[config.mk]
export PLATFORM = sky130hd
export DESIGN_NAME = mem_access_stage
export DESIGN_NICKNAME = d
export VERILOG_FILES = /design/src/rtl/mem_access_stage.sv
export SDC_FILE = /design/constraint.sdc
export NUM_CORES = 1
export LEC_CHECK = 0
export CORE_UTILIZATION = 41
export CTS_BUF_LIST = sky130_fd_sc_hd__clkbuf_8 sky130_fd_sc_hd__clkbuf_16
export CTS_CLUSTER_SIZE = 24
export DETAILED_ROUTE_END_ITERATION = 10
export PLACE_DENSITY = 0.83
export SLEW_MARGIN = 10
export SYNTH_ARGS = -nofsm -noshare
export SYNTH_HDL_FRONTEND = slang
export SYNTH_SLANG_ARGS = --single-unit
[constraint.sdc]
create_clock -name clk -period 2.4 [get_ports clk]
set_input_delay 0.48 -clock clk [delete_from_list [all_inputs] [get_ports clk]]
set_output_delay 0.48 -clock clk [all_outputs]
set_load 0.02 [all_outputs]
[src/rtl/mem_access_stage.sv]
// MEM pipeline stage with the MEM/WB register: drives a handshaked data-memory port,
// stalls upstream while an access is outstanding, and aborts accesses that time out.
module mem_access_stage #(
  parameter int unsigned TIMEOUT = 16
) (
  input  logic        clk,
  input  logic        rst_n,
  input  logic [31:0] alu_res,
  input  logic [31:0] data2,
  input  logic [4:0]  rd,
  input  logic [2:0]  mem_ctrl,
  input  logic        wb_ctrl,
  output logic        dmem_req,
  output logic        dmem_we,
  output logic [31:0] dmem_addr,
  output logic [31:0] dmem_wdata,
  output logic [3:0]  dmem_wstrb,
  input  logic [31:0] dmem_rdata,
  input  logic        dmem_ready,
  output logic        mem_stall,
  output logic [31:0] wb_data,
  output logic [4:0]  wb_rd,
  output logic        wb_en,
  output logic        misalign_err,
  output logic        timeout_err
);

  typedef enum logic {ST_IDLE, ST_WAIT} state_t;

  localparam logic [2:0] OP_LW  = 3'b001;
  localparam logic [2:0] OP_LB  = 3'b010;
  localparam logic [2:0] OP_LBU = 3'b011;
  localparam logic [2:0] OP_SW  = 3'b100;
  localparam logic [2:0] OP_SB  = 3'b101;
  localparam logic [2:0] OP_SH  = 3'b110;
  localparam logic [2:0] OP_LH  = 3'b111;

  // The counter value of the final permitted wait cycle; the entry cycle in IDLE is cycle 1.
  localparam logic [7:0] CNT_LAST = 8'(TIMEOUT - 1);

  state_t      state, state_n;
  logic [7:0]  cnt, cnt_n;
  logic        is_access, is_store, misaligned, abort;
  logic [7:0]  ld_byte;
  logic [15:0] ld_half;
  logic [31:0] ld_data;

  assign is_access = (mem_ctrl != 3'b000);
  assign is_store  = mem_ctrl[2] && (mem_ctrl != OP_LH);

  always_comb begin
    // NOTE: every always_comb output gets a default first so no latch is inferred.
    misaligned = 1'b0;
    case (mem_ctrl)
      OP_LW, OP_SW: misaligned = |alu_res[1:0];
      OP_LH, OP_SH: misaligned = alu_res[0];
      default:      misaligned = 1'b0;
    endcase
  end

  assign dmem_req  = is_access && !misaligned;
  assign dmem_we   = dmem_req && is_store;
  assign dmem_addr = {alu_res[31:2], 2'b00};

  // Abort is taken only when ready is absent, so a late ready always wins.
  assign abort     = dmem_req && !dmem_ready &&
                     ((state == ST_WAIT) ? (cnt >= CNT_LAST) : (TIMEOUT == 1));
  assign mem_stall = dmem_req && !dmem_ready && !abort;

  always_comb begin
    dmem_wdata = data2;
    dmem_wstrb = 4'b0000;
    case (mem_ctrl)
      OP_SB: begin
        dmem_wdata = {4{data2[7:0]}};
        dmem_wstrb = 4'b0001 << alu_res[1:0];
      end
      OP_SH: begin
        dmem_wdata = {2{data2[15:0]}};
        dmem_wstrb = alu_res[1] ? 4'b1100 : 4'b0011;
      end
      OP_SW:   dmem_wstrb = 4'b1111;
      default: dmem_wstrb = 4'b0000;
    endcase
  end

  always_comb begin
    ld_byte = dmem_rdata[7:0];
    case (alu_res[1:0])
      2'd1:    ld_byte = dmem_rdata[15:8];
      2'd2:    ld_byte = dmem_rdata[23:16];
      2'd3:    ld_byte = dmem_rdata[31:24];
      default: ld_byte = dmem_rdata[7:0];
    endcase
    ld_half = alu_res[1] ? dmem_rdata[31:16] : dmem_rdata[15:0];
    case (mem_ctrl)
      OP_LB:   ld_data = {{24{ld_byte[7]}}, ld_byte};
      OP_LBU:  ld_data = {24'd0, ld_byte};
      OP_LH:   ld_data = {{16{ld_half[15]}}, ld_half};
      OP_LW:   ld_data = dmem_rdata;
      default: ld_data = alu_res;
    endcase
  end

  always_comb begin
    state_n = state;
    cnt_n   = cnt;
    case (state)
      ST_IDLE: begin
        if (mem_stall) begin
          state_n = ST_WAIT;
          cnt_n   = 8'd1;
        end
      end
      ST_WAIT: begin
        if (mem_stall) begin
          cnt_n = cnt + 8'd1;
        end else begin
          state_n = ST_IDLE;
          cnt_n   = 8'd0;
        end
      end
      default: begin
        state_n = ST_IDLE;
        cnt_n   = 8'd0;
      end
    endcase
  end

  // NOTE: sequential state uses non-blocking assignments so all registers sample together.
  always_ff @(posedge clk or negedge rst_n) begin
    if (!rst_n) begin
      state <= ST_IDLE;
      cnt   <= 8'd0;
    end else begin
      state <= state_n;
      cnt   <= cnt_n;
    end
  end

  always_ff @(posedge clk or negedge rst_n) begin
    if (!rst_n) begin
      wb_data      <= 32'd0;
      wb_rd        <= 5'd0;
      wb_en        <= 1'b0;
      misalign_err <= 1'b0;
      timeout_err  <= 1'b0;
    end else begin
      misalign_err <= is_access && misaligned;
      timeout_err  <= abort;
      if (mem_stall) begin
        wb_en <= 1'b0;
      end else begin
        wb_data <= ld_data;
        wb_rd   <= rd;
        wb_en   <= wb_ctrl && (rd != 5'd0) && !misaligned && !abort;
      end
    end
  end

endmodule

==> metrics, run 1 <==
outcome=complete, no violations; wire per inst=19.8 um; Clock transition at path regs=0.10 ns; Area Growth Syn to Fin=59.4%; largest cells by area after synthesis=dfrtp_1 29%, mux2_2 8.4%, buf_4 7.9%; first-pass GRT wire length=23600 um; Sink Count=49; Final Non-Filler Cells=808; Power Total=around 3 mW; Iter 0 DRT Violations=237; root buffer cell=clkbuf_8; Post-Syn Instances=approximately 460; global route overflow=0; commonest cells in the netlist=49 x dfrtp_1, 44 x buf_4, 31 x mux2_2; GR Util All Layers=29.1%; final wirelength=16000 um; P per Cell Area=464 nW/um^2; post-synth top area cell=dfrtp_1; Final Cell Area=6640 um^2; Num CTS Buffers=5; # DRC=0; Starting Density=42.4%; drt pass-1 iters=5; mapped cell area=4170 um^2; Port Buf Inserts=216; final setup violation count=0; worst min path class=in -> async; f_max=roughly 420 MHz; area of the multi-input gates=2470 um^2; Synth Warn #=0; # fillers=829; worst hold slack=0.152 ns; EDFF count, synth=0; dpl cells=794; Slew headroom=61.2%; final hold vios=0; Seq/Total Area, Yosys=29.4%; core box area=9820 um^2; Synth top area share=29.4%; DIE WIDTH=just over 100 um; final net count=just under 800; drt via density=~5.8; Cell variety after synth=56; Setup CP Type=in -> out; Slew Limit Fails=0; H-tree depth=2; count leader, synth=dfrtp_1; row count=36; Final period util=98.7%; Layout Utilization=between 60% and 70%; largest net degree at the start of global routing=39; GPL Wtd Cong=between 0.9 and 1; number of global-route vias before repair=between 4000 and 5000; fraction of layout cells with a size suffix above 1=22.7%; I/O pin count=219; Final ANT Viol Nets=0; Die ar.=10600 um^2; min cycle time layout=between 2 and 2.5 ns; crit path DAT=1.89 ns; Syn Area/Cell=between 9 and 10 um^2; leakage power=around 2.8 nW; Tightest Pin Transition=0.582 ns; CP Launch Type=input pin; Worst Setup End Kind=output port; CTS tree=yes; Die Ht=103 um; clock tree buffer depth=2; DP HPWL=12300 um; r2r worst-path depth=5; clock latency on the worst-skew pair=0.31 ns; worst vdd ir=0.269 mV; synthesized flop and latch total=49; CP max FO=7; Antenna Cells=0; dominant synthesized flop cell=dfrtp_1; Post-DP Area=6500 um^2; Seq. cell area=1230 um^2; Max-cap violations=0; initial antenna violation count=1; cts hold-fix bufs=0; Async S/R FF share, synth=100%; worst endpoint required time=1.92 ns; vias=4708; clk_skew=about 0.0078 ns
## kinds of logic (layout without fill, tap and decap cells)
group | count (synthesis) | count (layout) | synth area share [%]
AO/OA/AOI/OAI | 175 | 175 | 30.5
AND/OR/NAND/NOR | 101 | 101 | 13.4
buffers and inverters | 89 | 302 | 12.5
flip-flops | 49 | 49 | 29.4
multiplexers | 45 | 45 | 13.7
adder cells (fa/ha/maj) | 1 | 1 | 0.300
other | 1 | 2 | 0.0900
## sequential cells by signal, summed over array words and instances (netlist names)
signal and count:
state 1, wb_en 1, timeout_err 1, wb_rd 5, cnt 8, misalign_err 1, wb_data 32
## metrics by stage
stage	setup WS (ns)	setup TNS, ns
finish	0.0323	0
global route	-0.00999	-0.00999
floorplan	0.0202	0
detailed placement	-0.554	-26.98
global placement	-0.464	-23.86
CTS	0.0149	0
## cells in the final DEF, fill, tap and decap left out, types with 5 or more instances in the layout
cell type        count
a2bb2oi_1            8
dlygate4sd2_1        7
nand2_1             20
o2111ai_1           27
o22ai_1              9
o21a_1               6
nand4_1              7
o21ai_0             15
dfrtp_1             49
o31ai_1             23
nor2b_1             23
buf_4               71
o21bai_1            17
mux2_2              31
nor2_1              17
a21o_1              17
nor3b_1              6
clkdlybuf4s50_1    180
buf_2               14
o2bb2ai_1            5
mux2i_1              8
clkdlybuf4s15_2      5
clkbuf_8             5
nor3_1               6
a21oi_1             28
nand2b_1             5
## repair_timing
item,4_1_cts,5_1_grt
gates cloned,0,0
gates resized for setup,100,14
pin swaps,0,3
setup endpoints to repair,62,27
setup buffers,2,4
## worst paths after layout
kind	slack [ns]	startpoint	to
setup / recovery	0.03	alu_res[1]	dmem_req
hold / removal	0.15	rst_n	wb_data[13]
setup reg to reg	0.10	cnt[5]	wb_data[4]
hold reg to reg	0.52	wb_data[9]	wb_data[9]
max in group asynchronous	1.61	rst_n	wb_data[4]
min in group clk	0.52	wb_data[9]	wb_data[9]
## final cells by class
cell class / count / share of cell area [%]
Tap cell: 133 / 2.51
Inverter: 4 / 0.226
Sequential cell: 49 / 18.5
Timing Repair Buffer: 290 / 39.9
Clock inverter: 3 / 0.659
Multi-Input combinational cell: 324 / 37.2
Clock buffer: 5 / 1.04
## routing by layer
metal | GRT usage (%) | routed length [um] | part of all wire (%) | vias to the layer above
met5 | 0 | 13 | 0.081 | -
met4 | 8.02 | 279 | 1.7 | 2
met3 | 5.56 | 1250 | 7.8 | 35
met2 | 47.1 | 7760 | 49 | 229
met1 | 39.6 | 6680 | 42 | 2305
li1 | - | - | - | 2137
## worst max-delay path: stages
cell and delay (ns):
clkdlybuf4s50_1 0.48, buf_6 0.14, nor2_1 0.08, a22o_1 0.24
or2_2 0.31, buf_4 0.16
## power breakdown
part | leakage [nW] | total [mW] | internal, mW | switching (mW)
clock network | 0.0585 | 0.624 | 0.313 | 0.311
logic | 2.10 | 1.45 | 0.734 | 0.714
registers | 0.610 | 1.01 | 0.937 | 0.0717
(Power assumes the default switching activity.)
==> run 2: changes to the inputs <==
- PLACE_DENSITY: 0.83 -> 0.82
- SKIP_CTS_REPAIR_TIMING: not set -> 1
==> run 2 against run 1 <==
  * Sequential share of layout area is 0.11 points lower
  * Total power down 1.7%
  * Flip-flop and latch count did not move
  * Wire length rose by 2.7%
  * Final cell count down 0.62%
  * Highest routed layer is now met4
  * Core utilization up 0.41 points
  * Register-to-register slack about the same
  * Sequential power barely moved
  * Worst hold slack got worse by 0.097 ns
  * Largest power group unchanged
  * Clock skew rose by 0.0048 ns
==> metrics, run 2 (synthesis gave the netlist of run 1 again) <==
first-pass GRT wire length=between 20000 and 25000 um; crit path DAT=1.85 ns; drt via density=5.83; leakage power=2.88 nW; vias=4679; Final ANT Viol Nets=0; Setup CP Type=in -> out; Die Ht=103 um; WP depth=5; max FFs per register=32; Die ar.=10600 um^2; final net count=approximately 780; worst endpoint required time=1.92 ns; min cycle time layout=approximately 2.3 ns; clk_skew=0.0126 ns; final wirelength=16400 um; Iter 0 DRT Violations=about 220; Starting Density=42.4%; Slew Limit Fails=0; Clock transition at path regs=0.11 ns; r2r worst-path depth=5; worst min path class=in -> async; Slew headroom=52.6%; Worst Setup End Kind=output port; CP peak stage delay=0.53 ns; core box area=9820 um^2; final setup violation count=0; clock latency on the worst-skew pair=0.33 ns; top flop regs=wb_data x32, cnt x8, wb_rd x5; I/O pin count=219; f_max=429 MHz; Port Buf Inserts=216; most common cell after layout, fill and taps aside=clkdlybuf4s50_1; Crit path max-delay family=buffers and inverters; initial antenna violation count=1; commonest cells after routing, fill and taps aside=179 x clkdlybuf4s50_1, 69 x buf_4, 49 x dfrtp_1, 29 x mux2_2, 27 x o2111ai_1; r2r setup slk=0.11 ns; Area Growth Syn to Fin=60.3%; row count=36; Sink Count=49; Post-DP Area=6480 um^2; GPL Wtd Cong=0.945; fraction of layout cells with a size suffix above 1=22.6%; RSZ-0062 raised after global routing=false; crit-path cells=clkdlybuf4s50_1 -> nor4b_1 -> a31oi_1 -> a21boi_4 -> buf_4; number of global-route vias before repair=4579; Worst Setup SP=dmem_ready; final hold vios=0; worst vdd ir=around 0.26 mV; Tightest Pin Transition=0.710 ns; Num CTS Buffers=5; global route overflow=0; Final period util=97.1%; Critical Path Sink=mem_stall; DP HPWL=12900 um; slowest cell on the critical path=clkdlybuf4s50_1; worst slack at placement=-0.561 ns; Top reg by flops=wb_data; largest net degree at the start of global routing=39; Fin Setup TNS=0 ns; root buffer cell=clkbuf_8; H-tree depth=2; Final Cell Area=6680 um^2; GR Util All Layers=between 30% and 40%; DIE WIDTH=103 um; clock tree buffer depth=2; Buf+Inv Stages, Crit Path=2; CP Launch Type=input pin; worst r2r src=cnt[5]; Worst Slack Setup Final=0.0696 ns; P per Cell Area=453 nW/um^2; wire per inst=20.4 um; CP max FO=4; CTS tree=yes; reg-to-reg critical path endpoint=wb_data[2]; Max-cap violations=0; outcome=complete, no violations; drt pass-1 iters=5; # DRC=0
==> run 2: cell count changes in the layout (fill, tap and decap cells not counted), moves of 5 or more <==
cell and change:
buf_2 -10, buf_6 +7, clkdlybuf4s15_2 -5, dlygate4sd2_1 -7, dlymetal6s2s_1 +14
==> run 2: metal layers <==
metal | routed length (um) | global-route usage [%] | up-vias
li1 | - | - | 2125
met1 | 6890 | 40.6 | 2309
met2 | 8010 | 48.9 | 210
met3 | 1140 | 5.49 | 35
met4 | 374 | 9.53 | 0
met5 | 0 | 0 | -
==> run 2: area by class of cell <==
class                      instances  area [um^2]
inverter                           4         15.0
sequential                        49         1230
fill                             851         3140
clock inverter                     3         33.8
antenna                            1         2.50
timing repair buffer             284         2670
multi-input combinational        324         2500
tap                              133          166
clock buffer                       5         68.8
==> run 2: how the worst min path moves through the flow <==
stage                      from          end  cells past startpoint
after detailed placement  rst_n  wb_data[11]                      1
final                     rst_n  wb_data[26]                      1
after CTS                 rst_n  wb_data[25]                      1
after global routing      rst_n  wb_data[26]                      1
after floorplan           rst_n       cnt[0]                      0
after global placement    rst_n  wb_data[11]                      1
==> run 2: metrics by stage <==
| step | power (mW) | hold slack, ns | util, % | cells |
|---|---|---|---|---|
| 6_report | 3.03 | 0.0556 | 68.0 | 803 |
| 5_1_grt | 3.16 | 0.0668 | 68.0 | 803 |
| 4_1_cts | 3.02 | 0.0577 | 67.0 | 797 |
| 3_5_place_dp | 2.46 | 0.415 | 66.0 | 789 |
| 3_3_place_gp | 2.43 | 0.396 | 66.0 | 789 |
| 2_1_floorplan | 1.73 | 0.184 | - | 462 |
==> run 2: power by group <==
part / internal (mW) / leakage [nW] / switching, mW
sequential: 0.936 / 0.610 / 0.0709
clock: 0.218 / 0.0511 / 0.345
combinational: 0.742 / 2.22 / 0.715
total: 1.90 / 2.88 / 1.13
==> run 2: worst reg2reg max path, cell delays in order, from the launching register on <==
cell and delay [ns]:
dfrtp_1 0.40, or4_4 0.57, o21ai_4 0.17, a21boi_4 0.21, buf_4 0.42, mux2_2 0.41
